**config.mk**
```make
export PLATFORM = sky130hd
export DESIGN_NAME = mem_arbiter
export DESIGN_NICKNAME = d
export VERILOG_FILES = /design/src/rtl/mem_arbiter.sv
export SDC_FILE = /design/constraint.sdc
export NUM_CORES = 1
export LEC_CHECK = 0
export BUFFER_PORTS_ARGS = -buffer_cell sky130_fd_sc_hd__buf_2
export CORE_UTILIZATION = 50
export DETAILED_ROUTE_END_ITERATION = 8
export PLACE_DENSITY_LB_ADDON = 0.12
export REMOVE_ABC_BUFFERS = 1
export SYNTH_ARGS = -nofsm -noshare
export SYNTH_HDL_FRONTEND = slang
export SYNTH_SLANG_ARGS = --single-unit
```
**constraint.sdc**
```tcl
create_clock -name clk -period 3.3 [get_ports clk]
set_input_delay 0.165 -clock clk [delete_from_list [all_inputs] [get_ports clk]]
set_output_delay 0.165 -clock clk [all_outputs]
set_load 0.005 [all_outputs]
```
**src/rtl/mem_arbiter.sv**
```systemverilog
// mem_arbiter: shares one byte-wide RAM port between instruction fetch (IF)
// and the MEM stage. 1/2/4-byte accesses run as consecutive byte cycles and
// are assembled/split little-endian. MEM has fixed priority over IF, and an
// access in flight is never preempted.
// Optional feature: define MEM_ARBITER_IF_FLUSH_EN to add the if_clr input,
// which cancels an IF-owned read (no if_ok is delivered).
module mem_arbiter #(
    parameter int RD_LAT = 1            // RAM read latency, 1..2 cycles
) (
    input  logic        clk,
    input  logic        rst,
    input  logic        if_req,
    input  logic [31:0] if_a,
    output logic [31:0] if_n,
    output logic        if_ok,
`ifdef MEM_ARBITER_IF_FLUSH_EN
    input  logic        if_clr,
`endif
    input  logic        mm_req,
    input  logic        mm_wr,
    input  logic [1:0]  mm_len,
    input  logic [31:0] mm_a,
    input  logic [31:0] mm_n_i,
    output logic [31:0] mm_n_o,
    output logic        mm_ok,
    output logic [31:0] ram_a,
    output logic [7:0]  ram_dout,
    input  logic [7:0]  ram_din,
    output logic        ram_wr,
    output logic        busy
);

    typedef enum logic [1:0] {
        S_IDLE = 2'd0,
        S_RD   = 2'd1,
        S_WR   = 2'd2,
        S_DONE = 2'd3
    } state_t;

    state_t      state_q;
    logic        own_mm_q;      // 1: MEM owns the current access, 0: IF
    logic [2:0]  n_q;           // access length in bytes (1, 2 or 4)
    logic [2:0]  cyc_q;         // cycles spent in RD/WR so far
    logic [31:0] wdata_q;       // latched write word
    logic [31:0] buf_q;         // read bytes captured so far
    logic [31:0] ram_a_q;
    logic [7:0]  ram_dout_q;
    logic        ram_wr_q;
    logic [31:0] if_n_q;
    logic [31:0] mm_n_q;
    logic        if_ok_q;
    logic        mm_ok_q;
    logic        busy_q;

    logic        more_issue;    // another byte address follows this cycle's
    logic        cap_en;        // ram_din carries a byte of this access now
    logic        last_cap;      // ram_din carries the final byte now
    logic [1:0]  cap_lane;
    logic [31:0] rd_word_d;     // buf_q with this cycle's byte merged in
    logic        flush;

    // Pick byte i out of a little-endian word.
    function automatic logic [7:0] byte_of(input logic [31:0] w, input logic [1:0] i);
        return w[{i, 3'b000} +: 8];
    endfunction

    // Replace byte lane i of a word.
    function automatic logic [31:0] put_byte(input logic [31:0] w, input logic [1:0] i,
                                             input logic [7:0] b);
        logic [31:0] r;
        r = w;
        r[{i, 3'b000} +: 8] = b;
        return r;
    endfunction

    // Map the MEM length code to a byte count.
    function automatic logic [2:0] len_bytes(input logic [1:0] len);
        case (len)
            2'b00:   return 3'd1;
            2'b01:   return 3'd2;
            default: return 3'd4;
        endcase
    endfunction

`ifdef MEM_ARBITER_IF_FLUSH_EN
    assign flush = if_clr && !own_mm_q;
`else
    assign flush = 1'b0;
`endif

    // Byte sequencing: address i is issued at cyc=i, its data returns RD_LAT later.
    always_comb begin
        more_issue = (cyc_q + 3'd1) < n_q;
        cap_en     = cyc_q >= 3'(RD_LAT);
        cap_lane   = 2'(cyc_q - 3'(RD_LAT));
        last_cap   = cap_en && (cyc_q == (n_q + 3'(RD_LAT) - 3'd1));
        rd_word_d  = cap_en ? put_byte(buf_q, cap_lane, ram_din) : buf_q;
    end

    // Arbitration FSM with all outputs registered.
    always_ff @(posedge clk) begin
        if (rst) begin
            state_q    <= S_IDLE;
            own_mm_q   <= 1'b0;
            n_q        <= 3'd0;
            cyc_q      <= 3'd0;
            ram_a_q    <= 32'h0;
            ram_dout_q <= 8'h0;
            ram_wr_q   <= 1'b0;
            if_n_q     <= 32'h0;
            mm_n_q     <= 32'h0;
            if_ok_q    <= 1'b0;
            mm_ok_q    <= 1'b0;
            busy_q     <= 1'b0;
        end else begin
            case (state_q)
                S_IDLE: begin
                    cyc_q <= 3'd0;
                    buf_q <= 32'h0;
                    if (mm_req) begin
                        own_mm_q   <= 1'b1;
                        n_q        <= len_bytes(mm_len);
                        wdata_q    <= mm_n_i;
                        ram_a_q    <= mm_a;
                        ram_dout_q <= mm_n_i[7:0];
                        ram_wr_q   <= mm_wr;
                        busy_q     <= 1'b1;
                        state_q    <= mm_wr ? S_WR : S_RD;
                    end else if (if_req) begin
                        own_mm_q   <= 1'b0;
                        n_q        <= 3'd4;
                        ram_a_q    <= if_a;
                        ram_wr_q   <= 1'b0;
                        busy_q     <= 1'b1;
                        state_q    <= S_RD;
                    end
                end
                S_RD: begin
                    if (flush) begin
                        busy_q  <= 1'b0;
                        state_q <= S_IDLE;
                    end else begin
                        cyc_q <= cyc_q + 3'd1;
                        buf_q <= rd_word_d;
                        if (more_issue) begin
                            ram_a_q <= ram_a_q + 32'd1;
                        end
                        if (last_cap) begin
                            state_q <= S_DONE;
                            if (own_mm_q) begin
                                mm_n_q  <= rd_word_d;
                                mm_ok_q <= 1'b1;
                            end else begin
                                if_n_q  <= rd_word_d;
                                if_ok_q <= 1'b1;
                            end
                        end
                    end
                end
                S_WR: begin
                    cyc_q <= cyc_q + 3'd1;
                    if (more_issue) begin
                        ram_a_q    <= ram_a_q + 32'd1;
                        ram_dout_q <= byte_of(wdata_q, cyc_q[1:0] + 2'd1);
                    end else begin
                        ram_wr_q <= 1'b0;
                        mm_ok_q  <= 1'b1;
                        state_q  <= S_DONE;
                    end
                end
                default: begin
                    // DONE: ok was visible for one cycle; requests are sampled next cycle.
                    if_ok_q <= 1'b0;
                    mm_ok_q <= 1'b0;
                    busy_q  <= 1'b0;
                    state_q <= S_IDLE;
                end
            endcase
        end
    end

    assign if_n     = if_n_q;
    assign mm_n_o   = mm_n_q;
    assign mm_ok    = mm_ok_q;
    assign ram_a    = ram_a_q;
    assign ram_dout = ram_dout_q;
    assign ram_wr   = ram_wr_q;
    assign busy     = busy_q;
`ifdef MEM_ARBITER_IF_FLUSH_EN
    // A flush arriving in the DONE cycle still suppresses the IF completion.
    assign if_ok    = if_ok_q & ~if_clr;
`else
    assign if_ok    = if_ok_q;
`endif

endmodule

```
==> reports/qor.yml, run 1 <==
critical_path:
  worst_path_max_delay_cell: "or2_1"
  crit_top_cell: "ha_1"
  critPathTopFamily: "simple AND/OR/NAND/NOR gates"
  worstPathCellList: "inv_1 -> ha_1 -> ha_1 -> nor2b_1 -> o211a_1 -> or2_1 -> buf_4 -> a22oi_1 -> o211ai_1"
  cp.required_ns: 3.65
  worst-path-max-fanout: 19
  crit_arrival_ns: 3.27
  cp_num_buf_inv: 2
  criticalPathCategory: "register to register"
  slowest_delay_ns: 0.58
  start_kind: "register"
  setup.worst_path.end_class: "register"
power_and_ir_drop:
  power_report.internal_total_mw: 5.34
  worst_ir_drop_vdd_v: 0.000494
  p_seq_share_pct: 38.7
  pwr_density_cell_mw_per_mm2: 808
  swShare_pct: 38.5
  p_sw_mw: 3.34
  power.share.combinational_pct: 38.4
  total_leakage_power_nw: 4.30
  share_clk_of_total_power_pct: 22.9
timing:
  final_period_minus_worst_setup_slack_ns: 2.92
  worst_slew_pin_slew_ns: 1.14
  max_clock_skew_ns: 0.0146
  slew_margin_rel_pct: 24.2
  hold_viol_final: 0
  rsz0062_at_grt: "false"
  max_clock_freq_mhz: 342
  final_setup_violation_count: 0
  timing.final.crit_share_pct: 88.6
  report.final.slew_viol_count: 0
drt:
  post_drt_via_cell_ratio: 5.62
  antenna_violating_nets_post_route: 0
  detailedRoute.firstIterationViolations: 576
  drcViolationCount: 0
  drt_first_pass_iters: 5
  wire_per_inst_um: 16.4
  detailroute.via_count: 7354
  finalWirelength_um: 21400
global_routing:
  antenna_found_initial: 0
  grt_overflow: 0
  grt_start_max_net_pins: 73
  grt_pass1_wl_um: 34700
  grt_pass1_vias: 6765
  globalRouteMet1Util_pct: 33.5
  grtUsageMet2_pct: 40.1
  groute.usage.overall_pct: 24.8
  global_route.peak_usage_layer: "met2"
  met3_usage_pct: 5.10
clocking:
  cts_tree: "done"
  cts_hold_buf: 34
  cts_root_buffer: "clkbuf_16"
  cts-root-to-sink-buffers: 2
  worst_setup_hold_path_clk_slew_ns: 0.07
  clock_sinks: 181
  post_cts_buffers: 0
  post_cts_resize_count: 0
  numCtsBuffers: 17
  clk-insertion-delay-late_ns: 0.43
  cts.htree.levels: 4
status:
  run_status: "completed"
final_layout:
  final_core_utilization_pct: 64.6
  area_taken_by_multi_input_logic_gates_mm2: 0.00397
  diodes: 0
  num-fill-cells: 1381
  final-seq-area_mm2: 0.00426
  final_layout_size_suffix_gt1_share_pct: 29.1
  nets: 1200
  area_delta_synth_final_pct: 25.8
  finalInstanceArea_mm2: 0.0108
place:
  gp_congestion: 0.815
  port_buffers: 218
  dpl-instance-area_mm2: 0.00983
  place_hpwl_um: 14400
synthesis:
  synth_cell_types: 58
  ys_warn_count: 0
  ys_ff_latch: 181
  synthesis.area_mm2: 0.00855
  synth.top_cells.by_count: "dfxtp_1, nor2_1, a211oi_1"
  post-synth-top-count-cell: "dfxtp_1"
  netlist_top_cells_area: "dfxtp_1, edfxtp_1, a211oi_1"
  synth_edf_count: 64
  synth_top_cell_by_area: "dfxtp_1"
  synth_seq_area_share_pct: 49.9
  async_flop_share_pct: 0
  postSynthCellCount: 848
  synth_top_flop_cell: "dfxtp_1"
  synth.avg_cell_area_um2: 10.1
  synth_top_cell_area_share_pct: 27.4
floorplan:
  die_x_um: 133
  floorplan.io_pins: 219
  die_area_mm2: 0.0176
  fp.coreArea_mm2: 0.0166
  die_y_um: 133
  core.rowCount: 47
  initial_core_util_pct: 51.4
hold_path:
  min-delay-path-class: "primary input to register"
flow_run:
  max-cap-violations: 0
[layer usage]
| metal | part of all wire [%] | wire length (µm) |
|---|---|---|
| met5 | 0 | 0 |
| met4 | 1.6 | 334 |
| met3 | 5.4 | 1170 |
| met2 | 48 | 10300 |
| met1 | 45 | 9620 |
[through the flow]
| stage | setup slack, ns | cells | hold slack [ns] | total power, mW | TNS, ns |
|---|---|---|---|---|---|
| after CTS | 0.373 | 1309 | 0.0505 | 8.70 | 0 |
| after floorplan | -3.66 | 785 | 0.234 | 5.41 | -130.20 |
| final | 0.376 | 1309 | 0.0634 | 8.68 | 0 |
| after detailed placement | 0.404 | 1243 | 0.343 | 6.69 | 0 |
| after global placement | 0.442 | 1243 | 0.342 | 6.63 | 0 |
| after global routing | 0.103 | 1309 | 0.0895 | 9.24 | 0 |
[path summary, 6_finish.rpt]
path                    startpoint                     end  slack [ns]  cells after the start
max          cyc_q[0]$_SDFFE_PP0P_  ram_a[23]$_SDFFE_PP0P_        0.38                      9
min                         if_req   own_mm_q$_SDFFE_PP0P_        0.06                      4
max reg2reg  cyc_q[0]$_SDFFE_PP0P_  ram_a[23]$_SDFFE_PP0P_        0.38                      9
min reg2reg     mm_ok$_SDFFE_PP0P_      mm_ok$_SDFFE_PP0P_        0.46                      2
[final cells by class]
type                    instances  area share, %
clock buffers                  17           3.96
clock inverters                15           1.41
repair buffers                272           15.0
flip-flops and latches        181           39.7
multi-input cells             589           36.9
inverters                      15          0.524
well taps                     220           2.56
[placed cells by master (no fill, tap or decap), types with 4 or more instances in the layout]
| master | count |
|---|---|
| a211oi_1 | 75 |
| a21oi_1 | 60 |
| a22oi_1 | 26 |
| a31oi_1 | 4 |
| and2_1 | 5 |
| and3_1 | 28 |
| and4_1 | 6 |
| buf_2 | 217 |
| buf_4 | 19 |
| clkbuf_16 | 17 |
| clkinvlp_4 | 7 |
| dfxtp_1 | 117 |
| dlygate4sd3_1 | 34 |
| edfxtp_1 | 64 |
| ha_1 | 13 |
| inv_1 | 14 |
| inv_8 | 4 |
| mux2_2 | 27 |
| mux2i_1 | 25 |
| mux4_2 | 8 |
| nand2_1 | 31 |
| nand3_1 | 11 |
| nand4_1 | 14 |
| nor2_1 | 88 |
| nor2b_1 | 44 |
| nor3_1 | 25 |
| nor4_1 | 7 |
| o211ai_1 | 7 |
| o21ai_0 | 12 |
| o22ai_1 | 16 |
| or3_1 | 4 |
| or4_1 | 7 |
[power groups by stage]
stage / Clock (mW) / Sequential (mW) / Combinational [mW]
after floorplan: 0 / 3.36 / 2.05
after CTS: 2.01 / 3.35 / 3.34
after global routing: 2.11 / 3.43 / 3.70
after global placement: 0 / 3.38 / 3.25
after detailed placement: 0 / 3.40 / 3.29
final: 1.99 / 3.36 / 3.33
[cells by family (layout without fill, tap and decap cells)]
| group | Yosys count | in the layout | share of synthesized area [%] |
|---|---|---|---|
| compound gates | 225 | 225 | 17.7 |
| xor+xnor | 2 | 2 | 0.205 |
| fa+ha+maj | 13 | 13 | 1.90 |
| buf+inv | 78 | 319 | 3.92 |
| flops | 181 | 181 | 49.9 |
| mux | 60 | 60 | 8.59 |
| simple gates | 289 | 289 | 17.8 |
[sequential cells by signal, summed over array words and instances (netlist names), 3 cells and up]
register,count
buf_q,32
if_n,32
mm_n_o,32
ram_a,32
wdata_q,32
ram_dout,8
cyc_q,3
n_q,3
[worst reg2reg max path: stages, from the launching register on]
cell      delay, ns
dfxtp_1        0.51
inv_1          0.13
ha_1           0.33
ha_1           0.27
nor2b_1        0.20
o211a_1        0.18
or2_1          0.58
buf_4          0.32
a22oi_1        0.11
o211ai_1       0.22
Power figures use the tool's default switching activity.
==> run 2: changes to the inputs <==
Settings changed: CORE_UTILIZATION 50 to 53.
==> run 2 against run 1 <==
  * Routed wire length is 0.14% lower
  * Register-to-register slack lost 0.07 ns
  * Final area about the same
  * Die area shrank 5.6%
  * Core utilization rose by 3.3 points
  * Sequential power about the same
  * Critical path type unchanged
==> reports/qor.yml, run 2 (synthesis results as in run 1) <==
critical_path:
  criticalPathCategory: "register to register"
  cp.required_ns: 3.65
  setup.worst_path.end_class: "register"
  worst-path-max-fanout: 22
  crit_arrival_ns: 3.35
  start_kind: "register"
floorplan:
  die_y_um: 129
  initial_core_util_pct: 54.0
  fp.coreArea_mm2: 0.0158
  core.rowCount: 46
  die_area_mm2: 0.0166
  die_x_um: 129
  floorplan.io_pins: 219
clocking:
  worst_setup_hold_path_clk_slew_ns: 0.07
  clk-insertion-delay-late_ns: 0.43
  cts_root_buffer: "clkbuf_16"
  cts_tree: "done"
  numCtsBuffers: 17
  cts.htree.levels: 4
  clock_sinks: 181
  cts-root-to-sink-buffers: 2
  post_cts_resize_count: 0
global_routing:
  grt_pass1_vias: 6890
  groute.usage.overall_pct: 26.7
  grt_pass1_wl_um: 34800
  antenna_found_initial: 1
  grt_overflow: 0
  grt_start_max_net_pins: 63
final_layout:
  final_cell_mix: "buf_2, dfxtp_1, nor2_1"
  layout_commonest_cell: "buf_2"
  num-fill-cells: 1287
  layout.cells.non_filler: 1304
  final_layout_size_suffix_gt1_share_pct: 29.0
  nets: 1198
  area_delta_synth_final_pct: 25.8
power_and_ir_drop:
  power_report.internal_total_mw: 5.46
  swShare_pct: 37.6
  worst_ir_drop_vdd_v: 0.000543
  pwr_density_cell_mw_per_mm2: 813
  fin_total_pwr_mw: 8.74
  total_leakage_power_nw: 4.33
  p_seq_share_pct: 38.4
  share_clk_of_total_power_pct: 23.4
  p_sw_mw: 3.28
  power.share.combinational_pct: 38.2
timing:
  final_setup_violation_count: 0
  fin_hold_ws_ns: 0.0293
  timing.final.crit_share_pct: 90.8
  final_period_minus_worst_setup_slack_ns: 3.00
  slew_margin_rel_pct: 19.4
  max_clock_freq_mhz: 334
  report.final.slew_viol_count: 0
  timing.final.ws_setup_ns: 0.304
  max_clock_skew_ns: 0.0123
  rsz0062_at_grt: "false"
  hold_viol_final: 0
  worst_slew_pin_slew_ns: 1.21
drt:
  post_drt_via_cell_ratio: 5.68
  drcViolationCount: 0
  drt_first_pass_iters: 7
  antenna_violating_nets_post_route: 0
  detailedRoute.firstIterationViolations: 501
  detailroute.via_count: 7411
  wire_per_inst_um: 16.4
  finalWirelength_um: 21400
place:
  port_buffers: 218
  pre_cts_ws_ns: 0.299
  gp_congestion: 0.829
  place_hpwl_um: 14400
  dp_cells: 1238
status:
  run_status: "completed"
flow_run:
  max-cap-violations: 0
hold_path:
  min-delay-path-class: "primary input to register"
## run 2: cell count changes in the layout (fill, tap and decap cells not counted), moves of 2 or more
cell / change
clkbuf_8: +2
clkinv_1: -2
clkbuf_16: +2
inv_6: +3
clkbuf_1: +3
clkinvlp_4: -7
inv_8: -3
clkinv_2: +2
## run 2: what timing repair did
action | in CTS | in global routing
hold buffers | 33 | 0
hold endpoints to repair | 33 | 0
setup buffers | 0 | 0
## run 2: worst paths after layout
kind | to | cells past startpoint | start | slack [ns]
max | ram_a[8]$_SDFFE_PP0P_ | 9 | cyc_q[0]$_SDFFE_PP0P_ | 0.30
max reg2reg | ram_a[8]$_SDFFE_PP0P_ | 9 | cyc_q[0]$_SDFFE_PP0P_ | 0.30
min reg2reg | mm_ok$_SDFFE_PP0P_ | 2 | mm_ok$_SDFFE_PP0P_ | 0.47
min | ram_wr$_SDFFE_PP0P_ | 2 | mm_wr | 0.03
## run 2: critical path, stage by stage, from the launching register on
cell,delay [ns]
dfxtp_1,0.53
inv_1,0.15
ha_1,0.34
ha_1,0.27
nor2b_1,0.19
o211a_1,0.17
or2_1,0.65
buf_4,0.30
a22oi_1,0.10
o22ai_1,0.22
## run 2: power groups by stage
stage,registers (mW),clock network (mW),logic (mW)
6_report,3.36,2.04,3.34
5_1_grt,3.44,2.17,3.72
4_1_cts,3.35,2.08,3.33
3_5_place_dp,3.39,0,3.29
3_3_place_gp,3.38,0,3.22
2_1_floorplan,3.36,0,2.05
## run 2: layout make-up
class	instances	area, µm²	area share [%]
inverters	15	56.3	0.524
flip-flops and latches	181	4260	39.7
clock buffers	24	514	4.78
multi-input cells	589	3970	36.9
clock inverters	8	83.8	0.780
repair buffers	270	1590	14.8
diodes	1	2.50	0.0233
well taps	216	270	2.51
## run 2: stage by stage
stage                     cell area, µm²  setup TNS, ns  utilization, %
after floorplan                     8270        -130.20               -
after global placement              9820              0            62.0
after detailed placement            9820              0            62.0
after CTS                          10700              0            67.9
after global routing               10800              0            67.9
final                              10800              0            67.9
## run 2: metal layers
metal  vias up  part of all wire [%]  global-route usage, %
met5         -                     0                      0
met4         0                   1.4                   8.10
met3        26                   5.3                   5.45
met2       241                    48                   43.7
met1      3497                    45                   35.7
li1       3647                     -                      -
